--- config.mk ---
export PLATFORM = sky130hd
export DESIGN_NAME = critical_ts_capture
export DESIGN_NICKNAME = d
export VERILOG_FILES = /design/src/rtl/critical_ts_capture.sv
export SDC_FILE = /design/constraint.sdc
export NUM_CORES = 1
export LEC_CHECK = 0
export ABC_AREA = 0
export CAP_MARGIN = 15
export CORE_UTILIZATION = 40
export DETAILED_ROUTE_END_ITERATION = 10
export DONT_BUFFER_PORTS = 1
export PLACE_DENSITY_LB_ADDON = 0.12
export REMOVE_ABC_BUFFERS = 1
export SLEW_MARGIN = 20
export SYNTH_ARGS = -nofsm -noshare
export SYNTH_HDL_FRONTEND = slang
export SYNTH_SLANG_ARGS = --single-unit
--- constraint.sdc ---
create_clock -name axis_aclk -period 21 [get_ports axis_aclk]
set_clock_uncertainty 0.15 [all_clocks]
set_input_delay 1.05 -clock axis_aclk [delete_from_list [all_inputs] [get_ports axis_aclk]]
set_output_delay 1.05 -clock axis_aclk [all_outputs]
set_load 0.005 [all_outputs]
--- src/rtl/critical_ts_capture.sv ---
// Taps an AXIS byte stream, timestamps each frame's first beat and queues
// {SOF time, length} for long-enough frames flagged critical by the ethertype checker.
//
// state    | meaning
// IDLE     | between frames, next handshake beat is start-of-frame
// IN_FRAME | counting beats of the current frame until its tlast
module critical_ts_capture #(
  parameter int FIFO_DEPTH    = 8,
  parameter int MIN_FRAME_LEN = 20
) (
  input  logic        axis_aclk,
  input  logic        axis_aresetn,
  input  logic        axis_tvalid,
  input  logic        axis_tready,
  input  logic        axis_tlast,
  input  logic [7:0]  axis_tdata,
  input  logic        is_critical_frame,
  input  logic [63:0] rtc_time,
  output logic        ts_valid,
  input  logic        ts_ready,
  output logic [63:0] ts_data,
  output logic [11:0] ts_len,
  output logic [6:0]  fifo_count,
  output logic [15:0] drop_count
);

  localparam int           PTR_W     = (FIFO_DEPTH > 1) ? $clog2(FIFO_DEPTH) : 1;
  localparam logic [6:0]   DEPTH_CNT = 7'(FIFO_DEPTH);
  localparam logic [11:0]  MIN_LEN   = 12'(MIN_FRAME_LEN);

  typedef enum logic {IDLE, IN_FRAME} state_t;

  state_t             state, state_nxt;
  logic [11:0]        byte_cnt, frame_len;
  logic [63:0]        sof_ts;
  logic [PTR_W-1:0]   wr_ptr, rd_ptr;
  logic [75:0]        mem [FIFO_DEPTH];
  logic               beat, eof, qualified, full, push, pop, drop;
  logic               tdata_unused;

  assign tdata_unused = ^axis_tdata;

  assign beat      = axis_tvalid && axis_tready;
  assign frame_len = (byte_cnt == 12'hFFF) ? 12'hFFF : byte_cnt + 12'd1;
  assign eof       = (state == IN_FRAME) && beat && axis_tlast;
  assign qualified = eof && is_critical_frame && (frame_len >= MIN_LEN);
  // Full is judged on the registered count, so a same-cycle pop never frees a slot.
  assign full      = (fifo_count == DEPTH_CNT);
  assign push      = qualified && !full;
  assign drop      = qualified && full;
  assign pop       = ts_valid && ts_ready;

  always_ff @(posedge axis_aclk or negedge axis_aresetn) begin
    if (!axis_aresetn) begin
      state <= IDLE;
    end else begin
      state <= state_nxt;
    end
  end

  always_comb begin
    state_nxt = state;
    case (state)
      IDLE:     if (beat && !axis_tlast) state_nxt = IN_FRAME;
      IN_FRAME: if (beat && axis_tlast)  state_nxt = IDLE;
      default:  state_nxt = IDLE;
    endcase
  end

  always_ff @(posedge axis_aclk or negedge axis_aresetn) begin
    if (!axis_aresetn) begin
      byte_cnt <= '0;
      sof_ts   <= '0;
    end else if (beat) begin
      if (state == IDLE) begin
        sof_ts   <= rtc_time;
        byte_cnt <= 12'd1;
      end else begin
        byte_cnt <= frame_len;
      end
    end
  end

  always_ff @(posedge axis_aclk) begin
    if (push) mem[wr_ptr] <= {sof_ts, frame_len};
  end

  always_ff @(posedge axis_aclk or negedge axis_aresetn) begin
    if (!axis_aresetn) begin
      wr_ptr     <= '0;
      rd_ptr     <= '0;
      fifo_count <= '0;
      drop_count <= '0;
    end else begin
      if (push) wr_ptr <= wr_ptr + PTR_W'(1);
      if (pop)  rd_ptr <= rd_ptr + PTR_W'(1);
      case ({push, pop})
        2'b10:   fifo_count <= fifo_count + 7'd1;
        2'b01:   fifo_count <= fifo_count - 7'd1;
        default: fifo_count <= fifo_count;
      endcase
      if (drop && drop_count != 16'hFFFF) drop_count <= drop_count + 16'd1;
    end
  end

  assign ts_valid = (fifo_count != 7'd0);
  // Head is forced to zero when empty so it reads clean out of reset.
  assign ts_data  = ts_valid ? mem[rd_ptr][75:12] : 64'd0;
  assign ts_len   = ts_valid ? mem[rd_ptr][11:0]  : 12'd0;

endmodule
==> impl_results.md, run 1 <==
- CTS clock-pin slew for the worst setup and hold paths: 0.06 ns
- Top-count cell post-synth: edfxtp_1
- Slew @ Worst Pin: 1.06 ns
- Vias in the first global route: 13700
- Cell count after synthesis: 1381
- Min Tclk post-route: 5.21 ns
- First-pass GRT wire length: 89100 µm
- Synthesized area per cell: 20.2 µm²
- Period utilisation layout: 24.8%
- Die area: 0.0708 mm²
- Largest family of logic cells by synthesized area: multiplexers
- Layout cells sized above 1: 26.8%
- Synth top area cells: edfxtp_1, mux4_2, dfrtp_1
- Die X: 266 µm
- Slowest cell on the critical path: dfrtp_4
- Worst Hold Class: in2async
- Synth Warn #: 0
- Lkg Pwr: 10.8 nW
- Status: finished, final reports clean
- CP Buf/Inv Count: 2
- DR pass1 iterations: 5
- Fmax: 192 MHz
- First DRT Iteration DRCs: 808
- Total Routing Usage GR: 17.3%
- Unrepaired setup endpoints after global routing: no
- Worst path max stage delay: 0.99 ns
- Peak fanout along the critical path: 55
- Data required time of the critical path: 19.80 ns
- Clock buffer depth: 3
- Delay-heaviest family, CP: buffers and inverters
- Worst Setup Path Type: reg2out
- #FFs+latches synth: 714
- Register area: 0.0209 mm²
- CP Cell Sequence: buf_4 -> buf_4 -> mux4_2 -> mux2i_1 -> nor2_1
- Mapped cell area: 0.0279 mm²
- Yosys cell types: 49
- VDD IR max: 0.0532 mV
- Rel. slew slack: 29.5%
- Drt drc: 0
- Crit. Startpoint: rd_ptr[1]
- Setup_tns: 0 ns
- Routed vias/inst: 5.36
- Post-Synth Simple-Gate Area: 3.42%
- Rows: 96
- Final setup viols: 0
- Starting density of the core: 40.5%
- Diode count: 0
- Xor/xnor share of the synthesized area: 0.974%
- Final slew viol count: 0
- Cell taking the most area after synthesis: edfxtp_1
- Reg-to-Reg Start: byte_cnt[0]
- Post-synth top flop: edfxtp_1
- Total of max-cap violations: 0
- Skew-Pair Late Insertion Delay: 0.61 ns
- Sink Count: 714
- Fill cell count: 5748
- EDFF count, synth: 608
- IO Count: 179
- Cell Pwr Density: 125 mW/mm²
- Final Hold Fails: 0
- Total number of vias: 12900
- DIE HEIGHT: 266 µm
- Reg2Reg Setup Slack: 15.89 ns
- Multi-input gate area: 0.00672 mm²
- Commonest cells in the netlist: edfxtp_1, mux4_2, dfrtp_1, nor2_1, mux2i_1
- Mux share of post-synthesis cell area: 17.9%
- Synth async-reset ratio: 14.8%
- Top-area cell type share of the netlist area: 65.5%
- Largest net degree at the start of global routing: 107
- Worst EP arrival: 4.01 ns
- # port buffers: 0
- Synth Area in Compound Gates: 1.22%
- Initial antenna violation count: 4
- Most frequent CP cell: buf_4
- RePlAce Congestion: 0.742
- DP HPWL: 29900 µm
- Area delta synth->final: 14.0%
- CTS tree: built
- Post-route ant nets: 0
- Type of destination of the critical path: output pin
- Detail-routed net length per standard cell: 25.1 µm
- Final WL: 60400 µm
- Num CTS Buffers: 79
- CTS root buf: clkbuf_16
- Worst Setup Start Kind: register
- H-tree lvl count: 3
- Seq/Total Area, Yosys: 75.0%
- Core Area: 0.0688 mm²
- Final net count: 1501
- Final hold slack: 0.278 ns
- Post-synthesis adder-cell area fraction: 0.314%
- Grt total ovfl: 0
==> cells by family after synthesis <==
logic type | Yosys count
adders and majority gates | 7
and+or+nand+nor | 197
muxes | 300
buffers and inverters | 79
AOI/OAI and AO/OA | 53
xor gates and xnor gates | 31
DFF | 714
==> placed cells by master (no fill, tap or decap), types with 4 or more instances in the layout <==
cell	count
a21oi_1	22
a22o_1	4
a31oi_1	6
and2_1	4
and3_1	12
and4_1	6
buf_4	25
bufinv_16	10
clkbuf_1	14
clkbuf_16	83
clkbuf_8	9
clkinv_1	6
clkinv_2	12
clkinv_4	5
clkinvlp_4	4
dfrtp_1	103
edfxtp_1	608
ha_1	7
inv_1	5
mux2_2	68
mux2i_1	78
mux4_2	152
nand2_1	23
nand2b_1	5
nand3_1	10
nand4_1	14
nor2_1	92
nor2_4	7
o21ai_0	11
xnor2_1	21
xor2_1	10
==> worst paths after layout <==
path                                        to  cells past startpoint
worst min-delay path                sof_ts[60]                      1
worst max register to register   fifo_count[6]                     17
worst min register to register  drop_count[10]                      1
min in group axis_aclk          drop_count[10]                      1
max in group asynchronous            rd_ptr[2]                      1
worst max-delay path                ts_len[11]                      5
==> registers in the layout, indices dropped and copies added (netlist names), named ones only <==
| register | cells |
|---|---|
| byte_cnt | 12 |
| drop_count | 16 |
| mem | 608 |
| fifo_count | 7 |
| sof_ts | 64 |
| wr_ptr | 3 |
| rd_ptr | 3 |
==> metal layers <==
| metal | wire (µm) | vias up | track usage (%) |
|---|---|---|---|
| met5 | 57 | - | 0 |
| met4 | 906 | 8 | 4.22 |
| met3 | 3330 | 88 | 4.26 |
| met2 | 29300 | 268 | 27.8 |
| met1 | 26900 | 6918 | 23.7 |
| li1 | - | 5629 | - |
==> stage by stage <==
stage	power [W]	std cells	cell area (µm²)	worst slack [ns]	utilization, %
after floorplan	0.00249	1307	27600	12.95	-
after global placement	0.00259	2264	29000	15.97	42.2
after detailed placement	0.00260	2264	29000	15.89	42.2
after CTS	0.00406	2411	31800	15.60	46.2
after global routing	0.00416	2411	31800	15.41	46.2
final	0.00398	2411	31800	15.79	46.2
==> power breakdown <==
part	leakage, nW	internal, W	total [W]	switching [W]
combinational	2.61	0.000383	0.000780	0.000396
clock	1.34	0.000879	0.00143	0.000554
sequential	6.81	0.00164	0.00177	0.000130
==> repair_timing <==
item / CTS / global route
hold buffers: 1 / 0
setup buffers: 0 / 0
hold endpoints to repair: 106 / 0
gates resized for setup: 0 / 0
==> cell type report <==
class / count / area share [%]
clock buffer: 106 / 7.09
clock inverter: 40 / 1.52
inverter: 5 / 0.0590
multi-input combinational: 588 / 21.1
sequential: 714 / 65.8
tap: 931 / 3.66
timing repair buffer: 27 / 0.712
Power figures use the tool's default switching activity.
==> run 2: changes to the inputs <==
Clock period 21 ns to 4.37 ns, I/O delays scaled along.
==> run 2 against run 1 <==
Against the previous run: combinational power rose to 5.0 times the previous value; worst setup slack worse by 16 ns; non-clock buffer count increased by 98; first-iteration DRC count is 19% higher; largest cell class unchanged; final cell count increased by 4.1%; total power increased to 4.8 times the previous value.
==> impl_results.md, run 2 (synthesis results as in run 1) <==
- Status: finished, final reports clean
- Largest registers: mem (608), sof_ts (64), drop_count (16)
- CTS clock-pin slew for the worst setup and hold paths: 0.05 ns (about the same)
- Final worst slack: 0.221 ns (-15.57 ns)
- Reg-to-Reg Start: byte_cnt[4]
- Data required time of the critical path: 4.74 ns (-15.06 ns)
- CTS tree: built
- Worst Hold Class: in2reg
- Total number of vias: 13400 (+3.4%)
- Power Total: 0.0190 W (+380%)
- VDD IR max: 0.392 mV (+640%)
- Hold Path Stages: 4
- Seq pwr share: 45.2% (+0.7 points)
- Worst path max stage delay: 0.51 ns (-0.48 ns)
- Period utilisation layout: 94.9%
- DIE HEIGHT: 266 µm (unchanged)
- Detail-routed net length per standard cell: 24.3 µm (-2.9%)
- Skew-Pair Late Insertion Delay: 0.60 ns (about the same)
- # port buffers: 0 (unchanged)
- WHS Endpoint: wr_ptr[0]
- Peak fanout along the critical path: 9 (-84%)
- Num CTS Buffers: 80 (+1.3%)
- DR pass1 iterations: 5 (unchanged)
- Min-Delay Startpoint: axis_tvalid
- Biggest register: mem
- Setup_tns: 0 ns (unchanged)
- Initial antenna violation count: 6 (+2)
- Dpl ws: 0.252 ns (-15.63 ns)
- First DRT Iteration DRCs: 958 (+19%)
- Lkg Pwr: 11.2 nW (+4.3%)
- Drt drc: 0 (unchanged)
- Max reg flops: 608 (unchanged)
- Type of destination of the critical path: register
- H-tree lvl count: 3 (unchanged)
- Final setup viols: 0 (unchanged)
- Clock buffer depth: 3 (unchanged)
- Combinational share of power: 20.4% (+0.8 points)
- Slew @ Worst Pin: 1.05 ns (-0.00687 ns)
- Starting density of the core: 40.5% (unchanged)
- Commonest cells after routing, fill and taps aside: edfxtp_1, mux4_2, dfrtp_1, nor2_1, clkbuf_16
- First-pass GRT wire length: 91500 µm (+2.6%)
- Fmax: 241 MHz
- DP HPWL: 32300 µm (+7.9%)
- Slowest cell on the critical path: dfrtp_1
- Reg2Reg Depth: 17 (unchanged)
- Worst Setup Path Type: reg2reg
- Final slew viol count: 0 (unchanged)
- Commonest non-fill, non-tap cell in the layout: edfxtp_1
- CTS root buf: clkbuf_16
- Min Tclk post-route: 4.15 ns
- Final net count: 1600 (+6.6%)
- Clk network pwr share: 34.3% (-1.7 points)
- Final WL: 61100 µm (+1.1%)
- Routed vias/inst: 5.32 (-0.67%)
- Rows: 96 (unchanged)
- Area delta synth->final: 17.7%
- Final Hold Fails: 0 (unchanged)
- Post-route ant nets: 0 (unchanged)
- Layout cells sized above 1: 26.1% (-0.66 points)
- CP Cell Sequence: nand2_2 -> or4_1 -> a21o_1 -> a2111oi_4 -> nand2_2 -> nand3_2 -> ha_1 -> xor2_1 -> ha_1 -> or3_1 -> a21oi_1 -> nor3_1 -> buf_4 -> mux2i_1 -> or3_1 -> a21oi_1 -> xor2_1
- Int Pwr: 0.0138 W (+380%)
- Die X: 266 µm (unchanged)
- Core Area: 0.0688 mm² (unchanged)
- Total Routing Usage GR: 17.6% (+0.31 points)
- Rel. slew slack: 29.2% (-0.28 points)
- Resize count post-CTS: 0 (unchanged)
- NetSw: 0.00522 W (+380%)
- Largest net degree at the start of global routing: 107 (unchanged)
- RePlAce Congestion: 0.795 (+7.2%)
- Total of max-cap violations: 0 (unchanged)
- Cell Pwr Density: 580 mW/mm² (+360%)
- Vias in the first global route: 14200 (+4.1%)
- Unrepaired setup endpoints after global routing: no
- Worst EP arrival: 4.52 ns (+0.51 ns)
- IO Count: 179 (unchanged)
- Die area: 0.0708 mm² (unchanged)
- RR Endpoint: fifo_count[6]
- Reg2Reg Setup Slack: 0.22 ns (-15.67 ns)
- Worst Setup Start Kind: register
- Sw frac: 27.4% (+0.32 points)
- Diode count: 0 (unchanged)
- Final Core Density: 47.7% (+1.5 points)
- Sink Count: 714 (unchanged)
- Grt total ovfl: 0 (unchanged)
[run 2: repair_timing]
action	4_1_cts	5_1_grt
endpoints found under the hold margin	191	0
buffers inserted	0	0
hold buffers	74	0
[run 2: metal layers]
| layer | share of wire [%] | global-route usage (%) | up-vias | wire [µm] |
|---|---|---|---|---|
| met5 | 0.12 | 0 | - | 73 |
| met4 | 1.9 | 5.05 | 12 | 1140 |
| met3 | 4.7 | 3.50 | 88 | 2850 |
| met2 | 48 | 28.1 | 283 | 29300 |
| met1 | 45 | 24.5 | 7125 | 27800 |
| li1 | - | - | 5843 | - |
[run 2: worst max-delay path, delay by kind of cell, from the launching register on]
family / cells / cell delay, ns
xor gates and xnor gates: 2 / 0.24
and+or+nand+nor: 7 / 1.55
DFF: 1 / 0.51
muxes: 1 / 0.11
adders and majority gates: 2 / 0.41
buffers and inverters: 1 / 0.14
AOI/OAI and AO/OA: 4 / 0.95
[run 2: power groups by stage]
stage	Clock [W]	Sequential, W	Combinational, W
after global placement	0	0.00873	0.00391
after floorplan	0	0.00883	0.00274
after detailed placement	0	0.00877	0.00393
after CTS	0.00671	0.00863	0.00403
after global routing	0.00697	0.00869	0.00423
final	0.00654	0.00861	0.00389
[run 2: worst max path at each step]
stage,start,to,depth (start not counted)
detailed placement,byte_cnt[4],fifo_count[6],17
CTS,byte_cnt[4],fifo_count[6],17
global route,byte_cnt[4],fifo_count[6],17
finish,byte_cnt[4],fifo_count[6],17
floorplan,byte_cnt[0],mem[1][0],8
global placement,byte_cnt[4],fifo_count[6],17
[run 2: stage by stage]
stage / hold slack (ns) / instance area, µm² / instances
2_1_floorplan: -0.227 / 27600 / 1307
3_3_place_gp: -0.221 / 29500 / 2289
3_5_place_dp: -0.221 / 29500 / 2289
4_1_cts: 0.106 / 32800 / 2510
5_1_grt: 0.135 / 32800 / 2510
6_report: 0.130 / 32800 / 2510
[run 2: area by class of cell]
type	instances	area [µm²]
Inverter	5	18.8
Tap cell	931	1160
Timing Repair Buffer	125	1420
Fill cell	5742	36000
Clock inverter	44	339
Multi-Input combinational cell	588	6720
Clock buffer	103	2240
Sequential cell	714	20900
